### config.mk
export PLATFORM = sky130hd
export DESIGN_NAME = stream_demux2
export DESIGN_NICKNAME = d
export VERILOG_FILES = /design/src/rtl/stream_demux2.sv
export SDC_FILE = /design/constraint.sdc
export NUM_CORES = 1
export LEC_CHECK = 0
export BUFFER_PORTS_ARGS = -buffer_cell sky130_fd_sc_hd__buf_4
export CAP_MARGIN = 15
export CORE_MARGIN = 2
export CORE_UTILIZATION = 44
export CTS_BUF_LIST = sky130_fd_sc_hd__clkbuf_8
export CTS_CLUSTER_SIZE = 14
export DETAILED_ROUTE_END_ITERATION = 7
export PLACE_DENSITY = 0.83
export SLEW_MARGIN = 20
export SYNTH_ARGS = -nofsm -noshare
export SYNTH_HDL_FRONTEND = slang
export SYNTH_SLANG_ARGS = --single-unit
### constraint.sdc
create_clock -name clk -period 1.3 [get_ports clk]
set_input_delay 0.13 -clock clk [delete_from_list [all_inputs] [get_ports clk]]
set_output_delay 0.13 -clock clk [all_outputs]
set_load 0.01 [all_outputs]
### src/rtl/stream_demux2.sv
// Registered 1-to-2 valid/ready demultiplexer: in_sel = 1 steers to channel A, 0 to channel B.
// Define DEMUX2_SKID_EN for a 2-entry skid buffer per channel with a registered in_ready.

module stream_demux2_chan #(
   parameter int WIDTH = 16
) (
   input  logic             clk,
   input  logic             rstn,
   input  logic             push_i,
   input  logic [WIDTH-1:0] wdata_i,
   input  logic             ready_i,
   output logic             valid_o,
   output logic [WIDTH-1:0] data_o,
   output logic             accept_o
);
   typedef enum logic [1:0] {
      EMPTY = 2'd0,
      ONE   = 2'd1,
      TWO   = 2'd2
   } chan_state_e;

   chan_state_e      state_q, state_d;
   logic [WIDTH-1:0] head_q, head_d;
   logic             pop;

   assign pop     = ready_i & (state_q != EMPTY);
   assign valid_o = (state_q != EMPTY);
   assign data_o  = head_q;

`ifdef DEMUX2_SKID_EN
   logic [WIDTH-1:0] skid_q, skid_d;
   logic             accept_q;
`endif

   always_comb begin
      state_d = state_q;
      head_d  = head_q;
`ifdef DEMUX2_SKID_EN
      skid_d  = skid_q;
`endif
      case (state_q)
         EMPTY: begin
            if (push_i) begin
               state_d = ONE;
               head_d  = wdata_i;
            end
         end
         ONE: begin
            if (push_i && pop) begin
               head_d = wdata_i;
`ifdef DEMUX2_SKID_EN
            end else if (push_i) begin
               state_d = TWO;
               skid_d  = wdata_i;
`endif
            end else if (pop) begin
               state_d = EMPTY;
            end
         end
`ifdef DEMUX2_SKID_EN
         TWO: begin
            // accept_q is low in TWO, so only a pop can happen here
            if (pop) begin
               state_d = ONE;
               head_d  = skid_q;
            end
         end
`endif
         default: state_d = EMPTY;
      endcase
   end

   always_ff @(posedge clk or negedge rstn) begin
      if (!rstn) begin
         state_q <= EMPTY;
         head_q  <= '0;
      end else begin
         state_q <= state_d;
         head_q  <= head_d;
      end
   end

`ifdef DEMUX2_SKID_EN
   always_ff @(posedge clk or negedge rstn) begin
      if (!rstn) begin
         skid_q   <= '0;
         accept_q <= 1'b1;
      end else begin
         skid_q   <= skid_d;
         accept_q <= (state_d != TWO);
      end
   end

   assign accept_o = accept_q;
`else
   // Single entry: a full channel can still take a word while its consumer drains it
   assign accept_o = (state_q == EMPTY) | ready_i;
`endif
endmodule

module stream_demux2 #(
   parameter int WIDTH = 16
) (
   input  logic             clk,
   input  logic             rstn,
   input  logic             in_valid,
   output logic             in_ready,
   input  logic [WIDTH-1:0] in_data,
   input  logic             in_sel,
   output logic             out_a_valid,
   input  logic             out_a_ready,
   output logic [WIDTH-1:0] out_a_data,
   output logic             out_b_valid,
   input  logic             out_b_ready,
   output logic [WIDTH-1:0] out_b_data
);
   logic accept_a, accept_b;
   logic push_a, push_b;

   // rstn gates in_ready so it drops the instant reset asserts
   assign in_ready = rstn & (in_sel ? accept_a : accept_b);
   assign push_a   = in_valid & in_ready & in_sel;
   assign push_b   = in_valid & in_ready & ~in_sel;

   stream_demux2_chan #(.WIDTH(WIDTH)) u_chan_a (
      .clk      (clk),
      .rstn     (rstn),
      .push_i   (push_a),
      .wdata_i  (in_data),
      .ready_i  (out_a_ready),
      .valid_o  (out_a_valid),
      .data_o   (out_a_data),
      .accept_o (accept_a)
   );

   stream_demux2_chan #(.WIDTH(WIDTH)) u_chan_b (
      .clk      (clk),
      .rstn     (rstn),
      .push_i   (push_b),
      .wdata_i  (in_data),
      .ready_i  (out_b_ready),
      .valid_o  (out_b_valid),
      .data_o   (out_b_data),
      .accept_o (accept_b)
   );
endmodule

==> results.toml, run 1 <==
[clocking]
cts_htree_levels = 2
clk_pin_slew_worst_paths_ns = 0.07
root_buffer = "clkbuf_8"
cts_made_buffers = 5
clockBufferDepth = 2
clk_latency_ns = 0.28
cts_tree = "done"
clock-sinks = 34

[setup_path]
crit_type = "reg2reg"
crit_chain = "nand2b_1 -> nor3b_4 -> buf_12 -> mux2_2"
cp_max_fo = 16
cpPeakStageDelay_ns = 0.38
worstPathArrival_ns = 1.51
crit_family = "flip-flops"
worst-endpoint-required_ns = 1.47
crit_path_top_delay_cell = "dfrtp_1"
end_kind = "register"
worstSetupStartpointType = "register"
crit_buf_inv = 1

[die]
die_area_um2 = 3550
io-pin-count = 57
rows = 20
die_h_um = 59.6
core-area_um2 = 3000
die_width_um = 59.6
start_util_pct = 45.2

[logic_synthesis]
yosys-top-cells-area = "dfrtp_1 63%, mux2_2 18%, mux2_4 11%"
syn_inst = 79
synth_cell_types = 13
synth-seq-area-share_pct = 62.6
synth_top_cell_by_area = "dfrtp_1"
netlist_area_um2 = 1360
synthTopCellsByCount = "34 x dfrtp_1, 22 x mux2_2, 10 x mux2_4"
syn_nets = 101
synth-edff-count = 0
async_reset_ff_share_pct = 100
ys_ff_latch = 34
syn_area_per_cell_um2 = 17.2
synthMostInstantiatedCell = "dfrtp_1"
yosysWarnings = 0
yosys.area.top_type_share_pct = 62.6
synth_flop_cell = "dfrtp_1"

[power]
total_leakage_power_nw = 0.998
powerDensity_nw_per_um2 = 1510
ir_worst_vdd_mv = 0.724
power_mw = 3.05

[layout]
instances_no_fill = 183
syn2layout_area_growth_pct = 48.3
fin_util_pct = 67.1
drive_gt1_share_pct = 70.0
diodes = 0
fin_nets = 171

[grt]
antenna_found_initial = 0
grt_pass1_wl_um = 4460
grt_usage_pct = 17.9
grt_max_degree = 27
grt_pass1_vias = 957
overflow = 0

[placed_design]
dp_cells = 172
gp_congestion = 0.790
dp_slack_ns = -0.0403
hpwl_um = 2100
numPortBuffers = 56

[sta]
max_freq_ghz = 0.741
worstMarginPinSlew_ns = 0.359
finClkSkew_ns = 0.00244
fin_ws_ns = -0.0489
drv_slew = 0
relSlewSlack_pct = 76.0
hold_viol = 0
fin_crit_ns = 1.35
rsz0062_at_grt = "yes"
setup-violations-final = 17
finalSetupTns_ns = -0.650
period_share_pct = 104

[drt]
drc = 0
routed_via_density = 4.93
post_drt_wl_per_cell_um = 15.6
routed_wl_um = 2860
vias = 902
drtIter0Drc = 24
ant_nets = 0
drt_first_pass_iters = 4

[worst_hold_path]
hold_path.class = "in2reg"

[run]
drv_cap = 0

[outcome]
violations = "setup timing"
outcome = "finished with violations"
==> state kept, by name (all words and copies together) (netlist names) <==
signal            count
u_chan_a.data_o      16
u_chan_b.data_o      16
u_chan_a.state_q      1
u_chan_b.state_q      1
==> worst register-to-register path: cells and delay by family (launching register included) <==
kind	cells	cell delay (ns)
flops	1	0.38
mux	1	0.35
simple gates	2	0.33
buf+inv	1	0.18
==> path summary, 6_finish.rpt <==
path | start | end | slack, ns | cells after the start
max | u_chan_b.state_q[0]$_DFFE_PN0P_ | u_chan_b.data_o[0]$_DFFE_PN0P_ | -0.05 | 4
max reg2reg | u_chan_b.state_q[0]$_DFFE_PN0P_ | u_chan_b.data_o[0]$_DFFE_PN0P_ | -0.05 | 4
min in group asynchronous | rstn | u_chan_a.data_o[15]$_DFFE_PN0P_ | 0.42 | 3
min reg2reg | u_chan_b.data_o[9]$_DFFE_PN0P_ | u_chan_b.data_o[9]$_DFFE_PN0P_ | 0.51 | 1
min | in_data[5] | u_chan_a.data_o[5]$_DFFE_PN0P_ | 0.09 | 2
max in group asynchronous | rstn | u_chan_a.data_o[7]$_DFFE_PN0P_ | 0.59 | 3
==> power by group <==
part	internal [mW]	leakage (nW)	switching (mW)
clock network	0.419	0.0524	0.357
logic	0.559	0.540	0.316
registers	1.28	0.405	0.126
==> placed cells by master (no fill, tap or decap) <==
| master | instances |
|---|---|
| nor2b_4 | 1 |
| buf_6 | 1 |
| nand2b_1 | 2 |
| mux2i_1 | 1 |
| clkinv_2 | 1 |
| nor3b_4 | 1 |
| mux2_4 | 17 |
| clkbuf_8 | 6 |
| nand3_1 | 1 |
| o21ai_0 | 1 |
| buf_4 | 61 |
| nand2_1 | 2 |
| buf_12 | 2 |
| dlygate4sd3_1 | 2 |
| nor2b_1 | 1 |
| dfrtp_1 | 34 |
| inv_1 | 1 |
| mux2_2 | 15 |
==> cell families after synthesis <==
kind of cell / Yosys count / synth area share (%)
mux: 33 / 30.0
compound gates: 1 / 0.368
flops: 34 / 62.6
buf+inv: 3 / 2.85
simple gates: 8 / 4.14
==> metal layers <==
layer	vias to the layer above	global-route usage, %	part of all wire [%]
met4	0	9.21	3.3
met1	443	20.1	41
met3	9	5.68	6.1
met2	40	30.3	49
li1	410	-	-
met5	-	0	0
==> per-stage QoR <==
| step | hold WS [ns] | instance area, µm² |
|---|---|---|
| floorplan | -0.166 | 1360 |
| global placement | 0.0791 | 1860 |
| detailed placement | 0.0825 | 1860 |
| CTS | 0.0773 | 1980 |
| global route | 0.0784 | 2020 |
| finish | 0.0889 | 2020 |
==> final cells by class <==
class / instances / area [µm²]
Clock inverter: 2 / 8.76
Clock buffer: 6 / 82.6
Timing Repair Buffer: 66 / 529
Tap cell: 33 / 41.3
Fill cell: 225 / 987
Multi-Input combinational cell: 42 / 503
Sequential cell: 34 / 851
==> what timing repair did <==
action                                  4_1_cts  5_1_grt
hold buffers                                  2        0
endpoints found under the setup margin       23       27
hold endpoints to repair                     34        0
resized for setup                             2        7
buffers inserted                              0        1
Power figures use the tool's default switching activity.
==> run 2, diff against run 1 <==
- CORE_UTILIZATION: 44 -> 43
- PLACE_DENSITY: 0.83 -> 0.82
==> results.toml, run 2 (synthesized netlist as in run 1, its figures left out) <==
[die]
die_area_um2 = 3630
die_width_um = 60.2
core-area_um2 = 3030
io-pin-count = 57
die_h_um = 60.2
rows = 20
start_util_pct = 44.9

[placed_design]
gp_congestion = 0.667
numPortBuffers = 56
hpwl_um = 2090

[setup_path]
worstSetupStartpointType = "register"
crit_type = "reg2out"
worst-endpoint-required_ns = 1.17
worstPathArrival_ns = 1.21
cp_max_fo = 2
end_kind = "output pin"

[power]
powerDensity_nw_per_um2 = 1480
total_leakage_power_nw = 1.02
ir_worst_vdd_mv = 1.04
power_mw = 3.05

[sta]
period_share_pct = 103
fin_ws_ns = -0.0422
setup-violations-final = 25
hold_viol = 0
drv_slew = 0
max_freq_ghz = 0.745
relSlewSlack_pct = 70.5
rsz0062_at_grt = "yes"
worstMarginPinSlew_ns = 0.441
finalHoldWorstSlack_ns = 0.0914
fin_crit_ns = 1.34
finClkSkew_ns = 0.00371

[clocking]
clockBufferDepth = 2
clk_latency_ns = 0.28
cts_htree_levels = 2
clk_pin_slew_worst_paths_ns = 0.07
root_buffer = "clkbuf_8"
cts_made_buffers = 5
clock-sinks = 34
cts_tree = "done"

[outcome]
violations = "setup timing"
outcome = "finished with violations"

[layout]
layout_commonest_cell = "buf_4"
diodes = 0
syn2layout_area_growth_pct = 51.4
fin_nets = 174
final_cell_mix = "64 x buf_4, 34 x dfrtp_1, 17 x mux2_4"
drive_gt1_share_pct = 70.6

[drt]
routed_wl_um = 2970
vias = 920
drt_first_pass_iters = 4
drc = 0
ant_nets = 0
post_drt_wl_per_cell_um = 15.1
drtIter0Drc = 18
routed_via_density = 4.67

[grt]
antenna_found_initial = 0
grt_pass1_wl_um = 4480
overflow = 0
grt_usage_pct = 17.4
grt_max_degree = 25
grt_pass1_vias = 931

[worst_hold_path]
hold_path.class = "in2reg"

[run]
drv_cap = 0
-- run 2: cell types whose count changed in the layout (fill, tap and decap cells not counted) --
cell and change:
clkbuf_16 +1, buf_4 +3, buf_12 -1
-- run 2: final timing paths --
check                      cells past startpoint                             from                               to  slack (ns)
max                                            5  u_chan_a.state_q[0]$_DFFE_PN0P_                         in_ready       -0.04
min reg2reg                                    1   u_chan_b.data_o[3]$_DFFE_PN0P_   u_chan_b.data_o[3]$_DFFE_PN0P_        0.51
max in group asynchronous                      3                             rstn  u_chan_b.state_q[0]$_DFFE_PN0P_        0.53
min                                            2                       in_data[9]   u_chan_a.data_o[9]$_DFFE_PN0P_        0.09
max reg2reg                                    4  u_chan_b.state_q[0]$_DFFE_PN0P_  u_chan_b.data_o[11]$_DFFE_PN0P_       -0.04
min in group asynchronous                      3                             rstn   u_chan_a.data_o[4]$_DFFE_PN0P_        0.45
-- run 2: through the flow --
step	cells	cell area (µm²)	setup TNS, ns	util [%]	setup slack, ns
finish	197	2060	-0.526	67.9	-0.0422
global route	197	2060	-2.43	67.9	-0.134
CTS	195	1990	-0.532	65.8	-0.0431
detailed placement	184	1870	-0.465	61.8	-0.0586
global placement	184	1870	-0.0155	61.8	-0.00240
floorplan	79	1360	-2.02	-	-0.159
-- run 2: layout make-up --
cell class / instances / area [µm²]
repair buffers: 69 / 557
fillers: 239 / 971
clock inverters: 2 / 8.76
clock buffers: 6 / 82.6
flip-flops and latches: 34 / 851
multi-input cells: 42 / 503
well taps: 44 / 55.1
-- run 2: repair_timing --
action,4_1_cts,5_1_grt
endpoints found under the hold margin,34,0
gates resized for setup,1,8
pin swaps,0,0
endpoints found under the setup margin,20,33
hold buffers,2,0
setup buffers,1,1
cloned,0,1
-- run 2: metal layers --
layer,routed length (µm),part of all wire [%],global-route usage (%)
met1,1180,40,20.9
met5,0,0,0
met4,51,1.7,7.62
met3,161,5.4,4.55
met2,1580,53,29.2
-- run 2: report_power, final --
group / switching (mW) / leakage (nW) / internal, mW
logic: 0.319 / 0.559 / 0.566
clock network: 0.349 / 0.0524 / 0.419
registers: 0.122 / 0.405 / 1.28
total: 0.790 / 1.02 / 2.26
-- run 2: critical path, cell delays in order (launching register included) --
cell and delay, ns:
dfrtp_1 0.38, nand2b_1 0.11, buf_4 0.13, mux2i_1 0.06, nor2b_1 0.13, buf_4 0.14
